**config.mk**
```make
export PLATFORM = sky130hd
export DESIGN_NAME = ballot_collector
export DESIGN_NICKNAME = d
export VERILOG_FILES = /design/src/rtl/ballot_collector.sv
export SDC_FILE = /design/constraint.sdc
export NUM_CORES = 1
export LEC_CHECK = 0
export CAP_MARGIN = 25
export CELL_PAD_IN_SITES_DETAIL_PLACEMENT = 1
export CELL_PAD_IN_SITES_GLOBAL_PLACEMENT = 1
export CORE_AREA = 5 5 63 65
export DETAILED_ROUTE_END_ITERATION = 8
export DIE_AREA = 0 0 68 70
export MAX_ROUTING_LAYER = met4
export PLACE_DENSITY = 0.59
export REMOVE_ABC_BUFFERS = 1
export SLEW_MARGIN = 5
export SYNTH_ARGS = -nofsm -noshare
export SYNTH_HDL_FRONTEND = slang
export SYNTH_SLANG_ARGS = --single-unit
```
**constraint.sdc**
```tcl
create_clock -name clk -period 2.4 [get_ports clk]
set_clock_uncertainty 0.2 [all_clocks]
set_input_delay 0.36 -clock clk [delete_from_list [all_inputs] [get_ports clk]]
set_output_delay 0.36 -clock clk [all_outputs]
set_load 0.02 [all_outputs]
```
**src/rtl/ballot_collector.sv**
```systemverilog
// Ballot collector: gathers one ballot per voter over valid/ready, rejects repeats and hands
// the packed vote vector to the tally stage. Optional early close with `define BALLOT_CLOSE_EN.
module ballot_collector #(
  parameter int unsigned N = 2,
  parameter int unsigned M = 2
) (
  input  logic                 clk,
  input  logic                 rst,
  input  logic                 in_valid,
  output logic                 in_ready,
  input  logic [M-1:0]         in_voter,
  input  logic [N-1:0]         in_vote,
  output logic                 out_valid,
  input  logic                 out_ready,
`ifdef BALLOT_CLOSE_EN
  input  logic                 close,
`endif
  output logic [(2**M)*N-1:0]  vote,
  output logic [M:0]           count,
  output logic                 dup_err
);

  localparam int unsigned Voters = 2**M;
  localparam logic [M:0]  Full   = (M+1)'(Voters);

  typedef enum logic {StCollect, StDone} state_e;

  state_e                   state_q, state_d;
  logic [Voters-1:0][N-1:0] slot_q, slot_d;
  logic [Voters-1:0]        received_q, received_d;
  logic [M:0]               count_q, count_d;
  logic                     dup_q, dup_d;

  always_comb begin
    state_d    = state_q;
    slot_d     = slot_q;
    received_d = received_q;
    count_d    = count_q;
    dup_d      = 1'b0;
    in_ready   = 1'b0;
    out_valid  = 1'b0;
    unique case (state_q)
      StCollect: begin
        in_ready = 1'b1;
        if (in_valid) begin
          if (received_q[in_voter]) begin
            dup_d = 1'b1;
          end else begin
            slot_d[in_voter]     = in_vote;
            received_d[in_voter] = 1'b1;
            count_d              = count_q + (M+1)'(1);
            if (count_d == Full) state_d = StDone;
          end
        end
`ifdef BALLOT_CLOSE_EN
        // Ballot on the same cycle is still recorded above before closing.
        if (close) state_d = StDone;
`endif
      end
      StDone: begin
        out_valid = 1'b1;
        if (out_ready) begin
          slot_d     = '0;
          received_d = '0;
          count_d    = '0;
          state_d    = StCollect;
        end
      end
      default: state_d = StCollect;
    endcase
  end

  always_ff @(posedge clk) begin
    if (rst) begin
      state_q    <= StCollect;
      slot_q     <= '0;
      received_q <= '0;
      count_q    <= '0;
      dup_q      <= 1'b0;
    end else begin
      state_q    <= state_d;
      slot_q     <= slot_d;
      received_q <= received_d;
      count_q    <= count_d;
      dup_q      <= dup_d;
    end
  end

  assign vote    = slot_q;
  assign count   = count_q;
  assign dup_err = dup_q;

endmodule

```
=== Word-level counts from Yosys, hierarchy flattened ===
Index checks and enable logic that the tools add are counted.

* Register bits: 17
* Input port bits: 8
* Output and inout bits: 14
* Logic and storage cells: 48

* $add $sub $neg: 1
* Order comparisons: 2
* Equal/unequal tests: 4
* Muxes and demuxes: 27
* Bitwise gates (word level): 3
* Reduce and logical (&&, ||, !) cells: 3

{| class="wikitable"
|+ Operators with widths
! kind !! number
|-
| $mux W8 || 3
|-
| $pmux W8 S2 || 1
|-
| $mux W4 || 3
|-
| $mux W1 || 9
|-
| $mux W3 || 3
|-
| $bwmux W8 || 1
|-
| $pmux W4 S2 || 1
|-
| $ne A2 B2 Y1 const B || 3
|-
| $pmux W3 S2 || 1
|-
| $demux W2 S2 || 1
|-
| $or A4 B4 Y4 || 1
|-
| $add A3 B1 Y3 const B || 1
|-
| $eq A3 B3 Y1 const B || 1
|-
| $lt A2 B3 Y1 const B || 1
|-
| $reduce_and A3 Y1 || 1
|-
| $reduce_or A3 Y1 || 1
|-
| $bmux W1 S2 || 1
|-
| $demux W1 S2 || 1
|-
| $ge A2 B1 Y1 const B || 1
|-
| $mux W2 || 1
|-
| $not A1 Y1 || 2
|-
| $pmux W1 S2 || 1
|-
| $logic_and A1 B1 Y1 || 1
|}

=== Depth between registers and ports, before layout ===
Gate-level depths: netlist of the first run.

* Depth in word-level cells: 8
* Gate-level depth with buffers: 6
* Mapped depth without buffers: 5

=== Least setup slack after synthesis of the first run ===
OpenSTA, ideal clock, no wires.

* Kind: in2reg
* Start: input in_voter[0]
* End: register slot_q (netlist bit vote[0])
* Setup time: 0.130 ns
* Data arrival time: 1.413 ns
* Required time: 2.070 ns
* Path slack: 0.657 ns
* Stages on the path: 6
* Path buffers: 2
* Cells stage by stage: buf_6 > or3b_1 > o22a_1 > buf_6 > a21oi_1 > o32ai_1

* Word-level cells in the longest chain between the ends: 8
* Elaborated cells on any way between the ends: 13
* Those cells by class: 2 x order compare; 1 x eq/ne; 8 x mux; 2 x reduce/logical

{| class="wikitable"
|+ RTL lines
! element !! RTL line !! RTL
|-
| start, declared || 11 || <nowiki>input logic [M-1:0] in_voter,</nowiki>
|-
| $lt A2 B3 Y1 (implied by the code) or $ge A2 B1 Y1 (tied branches) || 49 || <nowiki>slot_d[in_voter] = in_vote;</nowiki>
|-
| $logic_and A1 B1 Y1 (implied by the code) || 49 ||
|-
| $mux W2 (implied by the code) || 49 ||
|-
| $demux W2 S2 || 49 ||
|-
| $bwmux W8 || 49 ||
|-
| $mux W8 || 46 || <nowiki>if (received_q[in_voter]) begin</nowiki>
|-
| $mux W8 || 45 || <nowiki>if (in_valid) begin</nowiki>
|-
| $pmux W8 S2 || 42 || <nowiki>unique case (state_q)</nowiki>
|-
| end signal, assigned || 82 || <nowiki>slot_q <= slot_d;</nowiki>
|-
| end, declared || 29 || <nowiki>logic [Voters-1:0][N-1:0] slot_q, slot_d;</nowiki>
|}

Several ways; a longest one is shown, not always the timed one. The select of a mux whose other input is x is not followed.
A chain may end at the register's enable or synchronous reset.

=== Final worst setup path of the first run ===
* Start: register state_q
* End: output out_valid

* Word-level cells in the longest chain between the ends: 1

{| class="wikitable"
|+ RTL lines
! element !! RTL line !! RTL
|-
| start, declared || 28 || <nowiki>state_e state_q, state_d;</nowiki>
|-
| start signal, assigned || 75 || <nowiki>state_q <= StCollect;</nowiki>
|-
| start signal, assigned || 81 || <nowiki>state_q <= state_d;</nowiki>
|-
| $mux W1 || 42 ||
|-
| end, declared || 13 || <nowiki>output logic out_valid,</nowiki>
|}

Every way passes these cells.

==> parameters.txt, run 1 <==
Parameter                              Value

Run status
  Result of the run    complete, no violations

Final layout
  Final antenna diode count    0
  Area growth syn-to-layout    36.0%
  Final standard cell area without fillers    0.00109 mm²
  Share of post-route cells with drive strength above 1    8.47%
  Total number of nets in the final design    129
  Sequential cell area    340 µm²
  Footprint of the multi-input gates    379 µm²
  Final-layout fill cell count    395
  Number of standard cells in the final layout excluding fillers    164
  Core Util, Final    33.1%

Route
  Via total after detailed routing    731
  Detailed-route DRC error count    0
  Antenna viol nets, final    0
  First DRT Iteration DRCs    26
  Vias per inst    4.46
  Routed wire length    2080 µm
  Detailed-route wire length per cell    12.7 µm
  Pre-antenna DRT Iters    4

Clock network
  Clock Root Buffer    clkbuf_4
  Clock Path Buffers    2
  Worst skew pair latency    0.30 ns
  Clock net sink count    17
  CTS H-tree lvls    1
  Gates resized, CTS repair    0
  CTS tree    built
  Post-CTS Setup Repair Bufs    0
  Clock transition at the registers of the reported paths    0.09 ns
  Total CTS buffers    3
  Hold-fix buffer count after cts    0

STA
  Max Transition Viols Final    0
  Post-route fraction of the period consumed by the critical path    87.9%
  Final sum of negative setup slack    0 ns
  Final worst setup slack    0.290 ns
  Maximum clock rate    474 MHz
  Worst relative slew slack    73.2%
  Final Hold Slack    0.259 ns
  Final period demand of the worst path    2.11 ns
  Count of final hold-check violations    0
  Unrepaired setup endpoints after global routing    no
  Actual slew at the worst max-slew pin    0.402 ns
  Final count of negative-setup-slack endpoints    0

Floorplanning
  Die Wd    68 µm
  Vert. Die Dim    70 µm
  Std-Cell Core Area    0.00328 mm²
  Std-Cell Rows    21
  Number of top-level design ports    22
  Total Die Area    0.00476 mm²
  Initial standard-cell utilization of the core    24.3%

Worst setup path
  Family of cells with the greatest summed delay on the critical path    buffers and inverters
  Setup CP Type    reg -> out
  Start point of the critical path    state_q
  Buf/Inv on CP    1
  Delay contributed by the slowest stage of the critical path    0.69 ns
  Reg2Reg Launch Point    state_q
  Crit path capture type    output port
  Critical Path AT    1.55 ns
  CP max-delay cell    clkdlybuf4s50_1
  Startpoint Class    register
  Required time of the critical path    1.84 ns
  Series of cell instances along the critical path    clkdlybuf4s50_1
  CP max FO    12

Power
  Switching fraction of total power    27.5%
  Clk pwr share    27.9%
  Combinational share of power    18.3%
  Switch Pwr    0.154 mW
  Overall Power    0.562 mW
  Worst supply voltage drop on vdd    0.248 mV
  Total power per unit cell area    517 mW/mm²
  Share of total power in sequential cells    53.8%
  Cell internal pwr    0.407 mW
  P_leak    0.384 nW

Logic synthesis
  Sequential element share of the synthesized area    42.6%
  Gate count after technology mapping    94
  EDFF count, synth    0
  Commonest cells in the netlist    dfxtp_1 (17), inv_1 (13), a21oi_1 (9)
  Primary flip-flop cell chosen by synthesis mapping    dfxtp_1
  Count of cell types in the netlist    26
  Most common cell in the netlist    dfxtp_1
  Yosys warning total    0
  Post-synthesis async set-or-reset flop share    0%
  Post-synth top area share    42.6%
  Top post-synthesis cells by area    dfxtp_1 (43%), o32ai_1 (6.6%), inv_1 (6.1%), a21oi_1 (5.6%), nor2_1 (3.3%)
  Register bit total from synthesis    17
  Cell accounting for the most synthesized area    dfxtp_1
  Avg Synthesized Cell Area    8.49 µm²
  Area of the mapped netlist    798 µm²

Place
  Buffers on Ports    21
  Final RePlAce weighted congestion    0.732
  Total cell area at the placement stage    0.00106 mm²
  Placed cell count    160
  Worst setup timing slack at the placement stage    0.0674 ns
  Post-DP HPWL    1670 µm

GRT
  Via count of the first global-routing pass    740
  Largest net degree at the start of global routing    13
  Total global routing overflow    0
  Wire length of the first global-routing pass    3510 µm
  Global router's overall resource usage    10.0%
  Initial antenna violation count    0

Min path
  Path type of the worst min-delay path    reg -> reg
  Hold Path Origin    received_q[1]

Run
  Max-capacitance violation count    0
## power groups by stage
stage | sequential (mW) | combinational [mW] | clock (mW)
5_1_grt | 0.305 | 0.113 | 0.181
6_report | 0.302 | 0.103 | 0.157
2_1_floorplan | 0.319 | 0.0417 | 0
4_1_cts | 0.302 | 0.105 | 0.167
3_3_place_gp | 0.309 | 0.102 | 0
3_5_place_dp | 0.309 | 0.105 | 0
## flip-flops by register name (all words and copies together), names as in the netlist
register / flops
state_q: 1
count: 3
vote: 8
received_q: 4
dup_err: 1
## area by class of cell
| type | instances | area share (%) |
|---|---|---|
| clock buffer | 3 | 2.07 |
| clock inverter | 1 | 0.461 |
| inverter | 13 | 4.49 |
| multi-input combinational | 60 | 34.9 |
| sequential | 17 | 31.3 |
| tap | 46 | 5.30 |
| timing repair buffer | 24 | 21.4 |
## final timing paths
check / end / slack [ns] / cells past startpoint
worst min-delay path: received_q[1] / 0.26 / 2
worst min register to register: received_q[1] / 0.26 / 2
worst max-delay path: out_valid / 0.29 / 1
worst max register to register: count[0] / 0.53 / 4
## placed cells by master, fill, tap and decap left out, drive strengths merged, types with 3 or more instances in the layout
cell type	instances
a21boi	3
nand2	6
clkbuf	3
clkdlybuf4s50	21
dfxtp	17
nand2b	4
a21oi	9
nand3	3
inv	13
o32ai	6
buf	3
nor2	7
nor2b	3
## kinds of logic (layout without fill, tap and decap cells)
| logic type | after synthesis | count (layout) | share of synthesized area (%) |
|---|---|---|---|
| AOI/OAI and AO/OA | 25 | 25 | 21.3 |
| adders and majority gates | 2 | 2 | 3.13 |
| buffers and inverters | 17 | 41 | 9.88 |
| DFF | 17 | 17 | 42.6 |
| muxes | 2 | 2 | 2.82 |
| and+or+nand+nor | 31 | 31 | 20.2 |
## per-layer routing
layer / GRT usage, % / vias up / share of wire (%)
li1: - / 367 / -
met3: 3.37 / 4 / 5.2
met1: 11.9 / 341 / 46
met4: 3.31 / 0 / 1.7
met2: 15.7 / 19 / 47
met5: - / - / 0
Note: power is estimated with default switching activity, not from simulation.
==> inputs of run 2 (changes only) <==
CAP_MARGIN = default   (was 25)
PLACE_DENSITY = default   (was 0.59)
PLACE_DENSITY_LB_ADDON = 0.12   (was default)
==> run 2 against run 1 <==
Combinational power barely moved. Clock power is 3% higher. Sequential power barely moved. Fmax down 1.9%. Via count is 1.6% higher. Count of clock-buffer cells in the layout did not move. Total power increased by 0.93%. Flip-flop and latch count is the same. Global-route usage rose by 0.19 points. Wire length up 2.1%. Critical path type unchanged. Critical endpoint unchanged.
==> parameters.txt, run 2 (synthesis results as in run 1) <==
Parameter                              Value

Worst setup path
  CP max-delay cell    clkdlybuf4s50_1
  Required time of the critical path    1.84 ns
  Delay contributed by the slowest stage of the critical path    0.69 ns
  Series of cell instances along the critical path    clkdlybuf4s50_1
  Reg2Reg Launch Point    state_q
  Startpoint Class    register
  Family of cells with the greatest summed delay on the critical path    buffers and inverters
  Start point of the critical path    state_q
  CP max FO    12
  Critical Path AT    1.59 ns
  Crit path capture type    output port
  Setup CP Type    reg -> out
  Buf/Inv on CP    1

Route
  Antenna viol nets, final    0
  Via total after detailed routing    743
  Detailed-route DRC error count    0
  First DRT Iteration DRCs    22
  Vias per inst    4.53
  Pre-antenna DRT Iters    4
  Routed wire length    2120 µm
  Detailed-route wire length per cell    12.9 µm

Final layout
  Final antenna diode count    0
  Most used cells in the layout excluding fill and tap cells    clkdlybuf4s50_1 (21), dfxtp_1 (17), inv_1 (13)
  Flip-flop count of the largest register after layout    8
  Area growth syn-to-layout    36.0%
  Final-layout fill cell count    415
  Most common cell after layout, fill and taps aside    clkdlybuf4s50_1
  Total number of nets in the final design    129
  Core Util, Final    33.1%
  Final standard cell area without fillers    0.00109 mm²
  Share of post-route cells with drive strength above 1    8.47%

Clock network
  Clock Path Buffers    2
  CTS H-tree lvls    1
  Worst skew pair latency    0.30 ns
  Total CTS buffers    3
  CTS tree    built
  Clock Root Buffer    clkbuf_4
  Hold-fix buffer count after cts    0
  Clock net sink count    17
  Post-CTS Setup Repair Bufs    0
  Clock transition at the registers of the reported paths    0.12 ns
  Gates resized, CTS repair    0

Floorplanning
  Std-Cell Core Area    0.00328 mm²
  Vert. Die Dim    70 µm
  Number of top-level design ports    22
  Die Wd    68 µm
  Total Die Area    0.00476 mm²
  Initial standard-cell utilization of the core    24.3%
  Std-Cell Rows    21

Power
  P_leak    0.384 nW
  Total power per unit cell area    522 mW/mm²
  Worst supply voltage drop on vdd    0.157 mV
  Overall Power    0.567 mW

Run
  Max-capacitance violation count    0

Min path
  Path type of the worst min-delay path    reg -> reg
  Hold Path Origin    received_q[2]

GRT
  Initial antenna violation count    0
  Via count of the first global-routing pass    769
  Wire length of the first global-routing pass    3570 µm
  Largest net degree at the start of global routing    13
  Total global routing overflow    0
  Global router's overall resource usage    10.2%

STA
  Worst relative slew slack    71.7%
  Actual slew at the worst max-slew pin    0.423 ns
  Final count of negative-setup-slack endpoints    0
  Final worst setup slack    0.249 ns
  Final period demand of the worst path    2.15 ns
  Count of final hold-check violations    0
  Post-route fraction of the period consumed by the critical path    89.6%
  Max Transition Viols Final    0
  Final Hold Slack    0.261 ns
  Maximum clock rate    465 MHz
  Unrepaired setup endpoints after global routing    no

Place
  Total cell area at the placement stage    0.00106 mm²
  Buffers on Ports    21
  Post-DP HPWL    1620 µm
  Worst setup timing slack at the placement stage    -0.0153 ns
  Final RePlAce weighted congestion    0.772

Run status
  Result of the run    complete, no violations
run 2: cell counts in the layout (fill, tap and decap cells not counted):
No cell type changed its count.
run 2: worst register-to-register path: stages, from the launching register on:
cell and delay [ns]:
dfxtp_1 0.46, or3b_1 0.41, o22a_1 0.34, or2_2 0.33, a21oi_1 0.13
run 2: final cells by class:
cell class              count  area (µm²)  share of cell area, %
flip-flops and latches     17         340                   31.3
multi-input cells          60         379                   34.9
clock buffers               3        22.5                   2.07
well taps                  46        57.6                   5.30
inverters                  13        48.8                   4.49
clock inverters             1        5.00                  0.461
repair buffers             24         233                   21.4
run 2: per-layer routing:
layer,global-route usage (%),vias up,routed length (µm)
li1,-,368,-
met1,12.4,348,982
met2,16.0,22,1020
met3,2.08,5,88
met4,4.64,0,36
met5,-,-,0
run 2: stage by stage:
step,std cells,TNS (ns)
finish,164,0
global placement,160,0
detailed placement,160,-0.0182
global route,164,0
floorplan,90,0
CTS,164,0
run 2: path summary, 6_finish.rpt:
kind / end / slack, ns / cells past startpoint
hold / removal: received_q[2] / 0.26 / 2
hold reg to reg: received_q[2] / 0.26 / 2
setup reg to reg: count[0] / 0.47 / 4
setup / recovery: out_valid / 0.25 / 1
run 2: power breakdown:
part | switching (mW) | total [mW] | leakage, nW | internal (mW)
Combinational | 0.0532 | 0.103 | 0.228 | 0.0503
Clock | 0.0990 | 0.161 | 0.0177 | 0.0621
Sequential | 0.00743 | 0.302 | 0.138 | 0.295
